`config.mk`:
```
export PLATFORM = sky130hd
export DESIGN_NAME = bus_init_sequencer
export DESIGN_NICKNAME = d
export VERILOG_FILES = /design/src/rtl/bus_init_sequencer.sv
export SDC_FILE = /design/constraint.sdc
export NUM_CORES = 1
export LEC_CHECK = 0
export ABC_AREA = 0
export CAP_MARGIN = 25
export CORE_MARGIN = 4
export CORE_UTILIZATION = 30
export CTS_BUF_LIST = sky130_fd_sc_hd__clkbuf_4
export DETAILED_ROUTE_END_ITERATION = 10
export PLACE_DENSITY_LB_ADDON = 0.2
export SYNTH_ARGS = -nofsm -noshare
export SYNTH_HDL_FRONTEND = slang
export SYNTH_SLANG_ARGS = --single-unit
```
`constraint.sdc`:
```
create_clock -name clk_40_m -period 4.5 [get_ports clk_40_m]
set_input_delay 0.675 -clock clk_40_m [delete_from_list [all_inputs] [get_ports clk_40_m]]
set_output_delay 0.675 -clock clk_40_m [all_outputs]
set_load 0.005 [all_outputs]
```
`src/rtl/bus_init_sequencer.sv`:
```
// Power-up and initialisation sequencer for the CAN buses of the MOPSHUB top.
// Walks buses 0..nb: power enable, settle, bus reset, optional oscillator trim with timeout.
module bus_init_sequencer #(
    parameter int          N_BUS_MAX    = 16,
    parameter logic [15:0] SETTLE_CYC   = 16'd400,
    parameter logic [19:0] TRIM_TIMEOUT = 20'd40000
) (
    input  logic                 clk_40_m,
    input  logic                 rst,
    input  logic                 start_init,
    input  logic [4:0]           n_buses,
    input  logic                 osc_auto_trim,
    input  logic                 end_trim_bus,
    output logic                 power_bus_en,
    output logic [4:0]           power_bus_cnt,
    output logic                 rst_bus,
    output logic                 start_trim_ack,
    output logic [N_BUS_MAX-1:0] trim_fail,
    output logic                 end_power_init,
    output logic                 end_init,
    output logic                 busy
);

    localparam int         IDX_W    = $clog2(N_BUS_MAX);
    localparam logic [4:0] LAST_BUS = 5'(N_BUS_MAX - 1);

    typedef enum logic [2:0] {
        IDLE, PWR_ON, SETTLE, BUS_RST, TRIM_REQ, TRIM_WAIT, NEXT, DONE
    } state_t;

    state_t      state, next_state;
    logic [4:0]  nb;
    logic        trim_en;
    logic [19:0] tmr;
    logic        tmr_zero;
    logic        last_bus;
    logic        trim_timeout;

    logic power_bus_en_d, rst_bus_d, start_trim_ack_d, end_power_init_d, end_init_d, busy_d;

    assign tmr_zero     = (tmr == 20'd0);
    assign last_bus     = (power_bus_cnt == nb);
    assign trim_timeout = (state == TRIM_WAIT) && !end_trim_bus && tmr_zero;

    // NOTE: sequential state uses non-blocking assignments so every register samples pre-edge values.
    always_ff @(posedge clk_40_m) begin
        if (!rst) state <= IDLE;
        else      state <= next_state;
    end

    // NOTE: next_state gets a default first so no path through the case can infer a latch.
    always_comb begin
        next_state = state;
        case (state)
            IDLE:      if (start_init) next_state = PWR_ON;
            PWR_ON:    next_state = SETTLE;
            SETTLE:    if (tmr_zero) next_state = BUS_RST;
            BUS_RST:   next_state = trim_en ? TRIM_REQ : NEXT;
            TRIM_REQ:  next_state = TRIM_WAIT;
            TRIM_WAIT: if (end_trim_bus || tmr_zero) next_state = NEXT;
            NEXT:      next_state = last_bus ? DONE : PWR_ON;
            DONE:      next_state = IDLE;
            default:   next_state = IDLE;
        endcase
    end

    // Outputs are decoded from next_state and registered, so each pulse lines up with its state.
    always_comb begin
        power_bus_en_d   = (next_state == PWR_ON);
        rst_bus_d        = (next_state == BUS_RST);
        start_trim_ack_d = (next_state == TRIM_REQ);
        end_power_init_d = (next_state == NEXT) && last_bus;
        end_init_d       = (next_state == DONE);
        busy_d           = (next_state != IDLE);
    end

    always_ff @(posedge clk_40_m) begin
        if (!rst) begin
            power_bus_en   <= 1'b0;
            rst_bus        <= 1'b0;
            start_trim_ack <= 1'b0;
            end_power_init <= 1'b0;
            end_init       <= 1'b0;
            busy           <= 1'b0;
        end else begin
            power_bus_en   <= power_bus_en_d;
            rst_bus        <= rst_bus_d;
            start_trim_ack <= start_trim_ack_d;
            end_power_init <= end_power_init_d;
            end_init       <= end_init_d;
            busy           <= busy_d;
        end
    end

    // One down-counter serves both the settle delay and the trim timeout.
    always_ff @(posedge clk_40_m) begin
        if (!rst) begin
            nb            <= 5'd0;
            trim_en       <= 1'b0;
            power_bus_cnt <= 5'd0;
            trim_fail     <= '0;
            tmr           <= 20'd0;
        end else begin
            case (state)
                IDLE: begin
                    if (start_init) begin
                        nb            <= (n_buses > LAST_BUS) ? LAST_BUS : n_buses;
                        trim_en       <= osc_auto_trim;
                        power_bus_cnt <= 5'd0;
                        trim_fail     <= '0;
                    end
                end
                PWR_ON:   tmr <= 20'(SETTLE_CYC) - 20'd1;
                TRIM_REQ: tmr <= TRIM_TIMEOUT - 20'd1;
                SETTLE:   if (!tmr_zero) tmr <= tmr - 20'd1;
                TRIM_WAIT: begin
                    if (!tmr_zero) tmr <= tmr - 20'd1;
                    if (trim_timeout) trim_fail[power_bus_cnt[IDX_W-1:0]] <= 1'b1;
                end
                NEXT:     if (!last_bus) power_bus_cnt <= power_bus_cnt + 5'd1;
                default: ;
            endcase
        end
    end

endmodule

```
==> flow_summary.ini, run 1 <==
[status]
status = completed

[worst_setup_path]
r2r_end = trim_fail[7]$_SDFFE_PN0P_
critical_path.endpoint_type = register
timing_worst_setup_path_type = register to register
worst_r2r_path_depth = 5
worstReg2RegStart = state[2]$_SDFF_PN0_
r2r_slack_ns = 1.84
worst_ep_arrival_time_ns = 2.98
cp_data_required_time_ns = 4.82
crit_path_start_kind = register
critical_path_peak_fanout = 12

[pwr]
maximum_vdd_drop_v = 0.000165
seq_power_share = 0.404
swShare = 0.434
finalPower_mw = 1.64
pwr_density_cell_nw_per_um2 = 494
power.share.clock = 0.144
cell_internal_pwr_uw = 927
power.net_switching_uw = 712
power.static_leakage_nw = 1.18
share_comb_of_total_power = 0.451

[grt]
grt_start_max_net_pins = 22
initial_antenna_violation_count = 0
grt_pass1_vias = 2487
wire_length_of_the_first_global_routing_pass_um = 12500
gr-usage-all-layers = 0.138
global_route.overflow_total = 0

[min_path]
hold_path_class = register to register
holdCritStartpoint = nb[0]$_SDFFE_PN0P_
hold_critical_path_endpoint = nb[0]$_SDFFE_PN0P_
min_delay_path_depth = 2

[drt]
vias_per_cell = 5.39
route.detailed.wl_per_inst_um = 16.0
ant_nets = 0
detail_route.iter0.violations = 143
detail_route.drc_violations = 0
dr.pass1.iters = 4
num_vias = 2531
routed_wirelength_um = 7520

[logic_synthesis]
synth.area.top_cells = sky130_fd_sc_hd__dfxtp_1 (40%), sky130_fd_sc_hd__a21oi_1 (4.7%), sky130_fd_sc_hd__nor2_1 (3.8%), sky130_fd_sc_hd__mux2i_1 (3.2%), sky130_fd_sc_hd__nand2_1 (2.8%)
synth_top_area_share = 0.402
post_synth_xor_area_fraction = 0.0283
synth_compound_gate_area_share = 0.210
syn-cell-area_um2 = 2790
cell_taking_the_most_area_after_synthesis = sky130_fd_sc_hd__dfxtp_1
syn_avg_cell_area_um2 = 8.45
netlist-cell-type-count = 50
ys.warnings.count = 0
post_synth_most_frequent_cells = sky130_fd_sc_hd__dfxtp_1 (56), sky130_fd_sc_hd__nor2_1 (28), sky130_fd_sc_hd__a21oi_1 (26)
synthesized_netlist_net_count = 345
main_combinational_cell_family_by_area_after_synthesis = simple AND/OR/NAND/NOR gates
synth_sequential_area_ratio = 0.402
post_synthesis_share_of_cell_area_spent_on_full_adders_half_adders_and_majority_gates = 0.0224
synthCells = 330
muxShareOfSynthArea = 0.0323
yosys_most_used_dff = sky130_fd_sc_hd__dfxtp_1
post-synth-top-count-cell = sky130_fd_sc_hd__dfxtp_1
synth_async_sr_flop_share = 0
ys_seq_elements = 56
synth-simple-area-share = 0.258
synth_enable_flop_cells = 0

[cts]
cts_repair_resize_count = 0
cts.reportedPaths.clkPinSlew_ns = 0.18
post-cts-setup-buffers = 0
clk_latency_ns = 0.39
tritoncts_num_sinks = 56
cts_buffers = 5
cts_tree = yes
root_buffer = sky130_fd_sc_hd__clkbuf_4
cts_max_level = 2
maximum_buffer_depth_of_the_clock_tree = 2
cts.hold.buffers_added = 0

[sta]
number_of_setup_violations_in_the_final_report = 0
setup_skew_ns = 0.0244
timing_worst_slew_pin_value_ns = 0.916
unrepaired_setup_endpoints_after_global_routing = false
report.final.hold_viol_count = 0
fin_tns_setup_ns = 0
final_slew_violations = 0
post-route-period-util = 0.591
timing.fmax_mhz = 376
final_period_minus_worst_setup_slack_ns = 2.66
slew_headroom = 0.384

[floorplanning]
die_y_um = 104
std_cell_rows = 34
floorplan.die_area_um2 = 10900
dieWidth_um = 104
ports = 37
core_region_area_um2 = 8890
floorplan.initialDensity = 0.314

[place]
port_buffers = 36
gp_congestion = 0.817
detailedPlacementHpwl_um = 5260

[cells_and_area]
syn2layout_area_growth_pct = 18.9
layout_cell_share_with_drive_strength_beyond_1 = 0.0635
final_nets = 376
diodes = 0

[flow_run]
maxcap_viol_count = 0
-- cell families (layout without fill, tap and decap cells) --
family | count (synthesis) | count (layout)
AO/OA/AOI/OAI | 85 | 85
XOR/XNOR | 9 | 9
adder cells (fa/ha/maj) | 5 | 5
buffers and inverters | 34 | 66
flip-flops | 56 | 56
multiplexers | 9 | 9
AND/OR/NAND/NOR | 132 | 132
-- stage by stage --
step / cell area [µm²] / instances / utilization / hold slack, ns / worst slack [ns]
floorplan: 2790 / 330 / - / 0.443 / 2.52
global placement: 3250 / 461 / 0.366 / 0.457 / 1.76
detailed placement: 3250 / 461 / 0.366 / 0.458 / 1.79
CTS: 3310 / 469 / 0.372 / 0.488 / 1.81
global route: 3320 / 470 / 0.373 / 0.508 / 1.56
finish: 3320 / 470 / 0.373 / 0.482 / 1.84
-- flip-flops by register name, indices dropped and copies added, names as in the netlist --
| name | count |
|---|---|
| busy | 1 |
| end_init | 1 |
| power_bus_cnt | 5 |
| power_bus_en | 1 |
| end_power_init | 1 |
| trim_en | 1 |
| rst_bus | 1 |
| nb | 5 |
| tmr | 20 |
| trim_fail | 16 |
| start_trim_ack | 1 |
| state | 3 |
-- worst max path at each step --
stage,startpoint,depth (start not counted),slack (ns),endpoint
2_1_floorplan,tmr[2]$_SDFFE_PN0P_,6,2.52,tmr[18]$_SDFFE_PN0P_
3_3_place_gp,rst,5,1.76,power_bus_cnt[2]$_SDFFE_PN0P_
3_5_place_dp,rst,5,1.79,power_bus_cnt[2]$_SDFFE_PN0P_
4_1_cts,tmr[2]$_SDFFE_PN0P_,5,1.81,tmr[7]$_SDFFE_PN0P_
5_1_grt,state[2]$_SDFF_PN0_,5,1.56,trim_fail[15]$_SDFFE_PN0P_
6_report,state[2]$_SDFF_PN0_,5,1.84,trim_fail[7]$_SDFFE_PN0P_
-- critical path: stages (launching register included) --
cell and delay [ns]:
sky130_fd_sc_hd__dfxtp_1 0.55, sky130_fd_sc_hd__nor2b_1 0.71, sky130_fd_sc_hd__nand2b_1 0.30, sky130_fd_sc_hd__nor4_1 0.76, sky130_fd_sc_hd__a21oi_1 0.15, sky130_fd_sc_hd__nor2_1 0.15
-- placed cells by master (no fill, tap or decap), types with 2 or more instances in the layout --
cell type	n
sky130_fd_sc_hd__o31a_1	3
sky130_fd_sc_hd__clkbuf_4	5
sky130_fd_sc_hd__nand2b_1	8
sky130_fd_sc_hd__nor2_1	28
sky130_fd_sc_hd__nand2_1	21
sky130_fd_sc_hd__o211ai_1	3
sky130_fd_sc_hd__o2111ai_1	2
sky130_fd_sc_hd__o21ai_1	2
sky130_fd_sc_hd__a211oi_1	6
sky130_fd_sc_hd__nand3b_1	2
sky130_fd_sc_hd__o311ai_0	2
sky130_fd_sc_hd__inv_1	16
sky130_fd_sc_hd__ha_1	5
sky130_fd_sc_hd__nor4_1	8
sky130_fd_sc_hd__o31ai_1	2
sky130_fd_sc_hd__clkdlybuf4s50_1	36
sky130_fd_sc_hd__mux2i_1	9
sky130_fd_sc_hd__nor3_1	10
sky130_fd_sc_hd__and3_1	3
sky130_fd_sc_hd__a21oi_1	26
sky130_fd_sc_hd__buf_4	6
sky130_fd_sc_hd__nand3_1	14
sky130_fd_sc_hd__or4_1	5
sky130_fd_sc_hd__o21bai_1	3
sky130_fd_sc_hd__dfxtp_1	56
sky130_fd_sc_hd__or3_1	12
sky130_fd_sc_hd__or2_2	3
sky130_fd_sc_hd__nand4_1	5
sky130_fd_sc_hd__and2_1	4
sky130_fd_sc_hd__inv_6	2
sky130_fd_sc_hd__a31oi_1	8
sky130_fd_sc_hd__o21ai_0	8
sky130_fd_sc_hd__o211a_1	2
sky130_fd_sc_hd__o21a_1	3
sky130_fd_sc_hd__nor2b_1	4
sky130_fd_sc_hd__o2bb2ai_1	3
sky130_fd_sc_hd__xnor2_1	8
sky130_fd_sc_hd__a2111o_1	3
sky130_fd_sc_hd__a211o_1	2
-- power groups by stage --
| stage | clock network [mW] | logic [mW] | registers, mW |
|---|---|---|---|
| 3_3_place_gp | 0 | 0.728 | 0.670 |
| 2_1_floorplan | 0 | 0.576 | 0.640 |
| 5_1_grt | 0.266 | 0.824 | 0.675 |
| 4_1_cts | 0.247 | 0.733 | 0.661 |
| 3_5_place_dp | 0 | 0.728 | 0.672 |
| 6_report | 0.237 | 0.740 | 0.663 |
-- routing by layer --
layer / track usage / vias up / share of wire / routed length, µm
met5: 0 / - / 0 / 0
met1: 0.188 / 1200 / 0.49 / 3670
met2: 0.224 / 58 / 0.47 / 3550
met3: 0.0248 / 6 / 0.033 / 247
li1: - / 1267 / - / -
met4: 0.0342 / 0 / 0.0072 / 54
-- layout make-up --
cell class / count / area (µm²)
clock buffer: 5 / 37.5
clock inverter: 3 / 21.3
fill: 909 / 5570
inverter: 16 / 60.1
multi-input combinational: 240 / 1540
sequential: 56 / 1120
tap: 108 / 135
timing repair buffer: 42 / 405
No activity file was read; power rests on OpenSTA's default activity.
==> run 2: changes to the inputs <==
==> constraint.sdc (replaced) <==
create_clock -name clk_40_m -period 2.25 [get_ports clk_40_m]
set_input_delay 0.3375 -clock clk_40_m [delete_from_list [all_inputs] [get_ports clk_40_m]]
set_output_delay 0.3375 -clock clk_40_m [all_outputs]
set_load 0.005 [all_outputs]
==> flow_summary.ini, run 2 (synthesis results as in run 1) <==
[cts]
cts_max_level = 2
root_buffer = sky130_fd_sc_hd__clkbuf_4
cts.reportedPaths.clkPinSlew_ns = 0.18
cts.hold.buffers_added = 0
tritoncts_num_sinks = 56
cts_buffers = 5
clk_latency_ns = 0.40
cts_tree = yes
maximum_buffer_depth_of_the_clock_tree = 2

[worst_setup_path]
crit_chain = nor4_4 > nand4_2 > or4b_4 > nand3_1 > nor3b_1
critical-path-slowest-cell = sky130_fd_sc_hd__or4b_4
crit_path_start_kind = register
critical_path.endpoint_type = register
critical_path_peak_fanout = 7
timing_worst_setup_path_type = register to register
worst_ep_arrival_time_ns = 2.39
slowest_delay_ns = 0.58
cp_data_required_time_ns = 2.57
r2r_slack_ns = 0.17

[drt]
routed_wirelength_um = 7580
num_vias = 2595
route.detailed.wl_per_inst_um = 15.5
vias_per_cell = 5.32
dr.pass1.iters = 4
detail_route.drc_violations = 0
detail_route.iter0.violations = 109
ant_nets = 0

[cells_and_area]
top_register = tmr
mostFrequentLayoutCell = sky130_fd_sc_hd__dfxtp_1
final-seq-area_um2 = 1120
syn2layout_area_growth_pct = 25.4
utilization = 0.393
largest_registers = tmr x20, trim_fail x16
footprint_of_the_multi_input_gates_um2 = 1550
fill_cells = 913
final_cell_count_without_fillers = 488
layout_cell_share_with_drive_strength_beyond_1 = 0.113
diodes = 0
final_nets = 394
largest_register_ffs = 20
layout_common_cells = sky130_fd_sc_hd__dfxtp_1 (56), sky130_fd_sc_hd__clkdlybuf4s50_1 (36), sky130_fd_sc_hd__nor2_1 (28)

[sta]
timing.fmax_mhz = 482
setup_skew_ns = 0.0139
timing_worst_slew_pin_value_ns = 0.614
slew_headroom = 0.590
fin_tns_setup_ns = 0
final_period_minus_worst_setup_slack_ns = 2.08
final_slew_violations = 0
number_of_setup_violations_in_the_final_report = 0
report.final.hold_viol_count = 0
unrepaired_setup_endpoints_after_global_routing = false
post-route-period-util = 0.923

[pwr]
pwr_density_cell_nw_per_um2 = 1000
power.static_leakage_nw = 1.30
maximum_vdd_drop_v = 0.000326

[place]
port_buffers = 36
detailedPlacementHpwl_um = 5470
gp_congestion = 0.821
numPlacedInstances = 480

[grt]
grt_pass1_vias = 2604
gr-usage-all-layers = 0.143
wire_length_of_the_first_global_routing_pass_um = 13000
initial_antenna_violation_count = 0
global_route.overflow_total = 0
grt_start_max_net_pins = 20

[floorplanning]
die_y_um = 104
core_region_area_um2 = 8890
std_cell_rows = 34
dieWidth_um = 104
floorplan.initialDensity = 0.314
ports = 37
floorplan.die_area_um2 = 10900

[flow_run]
maxcap_viol_count = 0

[status]
status = completed

[min_path]
hold_path_class = register to register
-- run 2: cell types whose count changed in the layout (fill, tap and decap cells not counted) --
cell                       change
sky130_fd_sc_hd__nor4_4        +1
sky130_fd_sc_hd__buf_4        +16
sky130_fd_sc_hd__buf_12        +2
sky130_fd_sc_hd__nor4_1        -1
sky130_fd_sc_hd__clkinv_4      +1
sky130_fd_sc_hd__clkinv_1      -1
-- run 2: metal layers --
metal / vias up / GRT usage / wire (µm)
li1: 1300 / - / -
met1: 1228 / 0.192 / 3670
met2: 55 / 0.235 / 3510
met3: 12 / 0.0279 / 271
met4: 0 / 0.0361 / 131
met5: - / 0 / 0
-- run 2: path summary, 6_finish.rpt --
kind | start | endpoint | cells after the start
worst max register to register | tmr[2]$_SDFFE_PN0P_ | end_init$_SDFF_PN0_ | 5
worst min register to register | nb[0]$_SDFFE_PN0P_ | nb[0]$_SDFFE_PN0P_ | 2
worst max-delay path | tmr[2]$_SDFFE_PN0P_ | end_init$_SDFF_PN0_ | 5
worst min-delay path | nb[0]$_SDFFE_PN0P_ | nb[0]$_SDFFE_PN0P_ | 2
-- run 2: critical path, delay by kind of cell (launching register included) --
kind,cells,cell delay [ns]
DFF,1,0.43
and+or+nand+nor,5,1.58
-- run 2: layout make-up --
type,instances,share of cell area
multi-input combinational,240,0.444
sequential,56,0.321
timing repair buffer,60,0.162
tap,108,0.0386
inverter,16,0.0172
clock buffer,5,0.0107
clock inverter,3,0.00751
-- run 2: power by group --
part / leakage, nW / switching, mW / internal (mW)
clock network: 0.0362 / 0.352 / 0.133
registers: 0.455 / 0.185 / 1.14
logic: 0.805 / 0.935 / 0.756
-- run 2: stage by stage --
stage | area (µm²) | power, mW | hold slack [ns] | setup slack [ns]
floorplan | 2790 | 2.43 | 0.443 | 0.270
global placement | 3420 | 3.00 | 0.453 | 0.224
detailed placement | 3420 | 3.01 | 0.454 | 0.161
CTS | 3480 | 3.51 | 0.483 | 0.106
global route | 3500 | 3.79 | 0.505 | 0.00108
finish | 3500 | 3.50 | 0.478 | 0.173
-- run 2: repair_timing --
action,CTS,global route
setup endpoints to repair,0,5
gates resized for setup,0,2
setup buffers,0,0
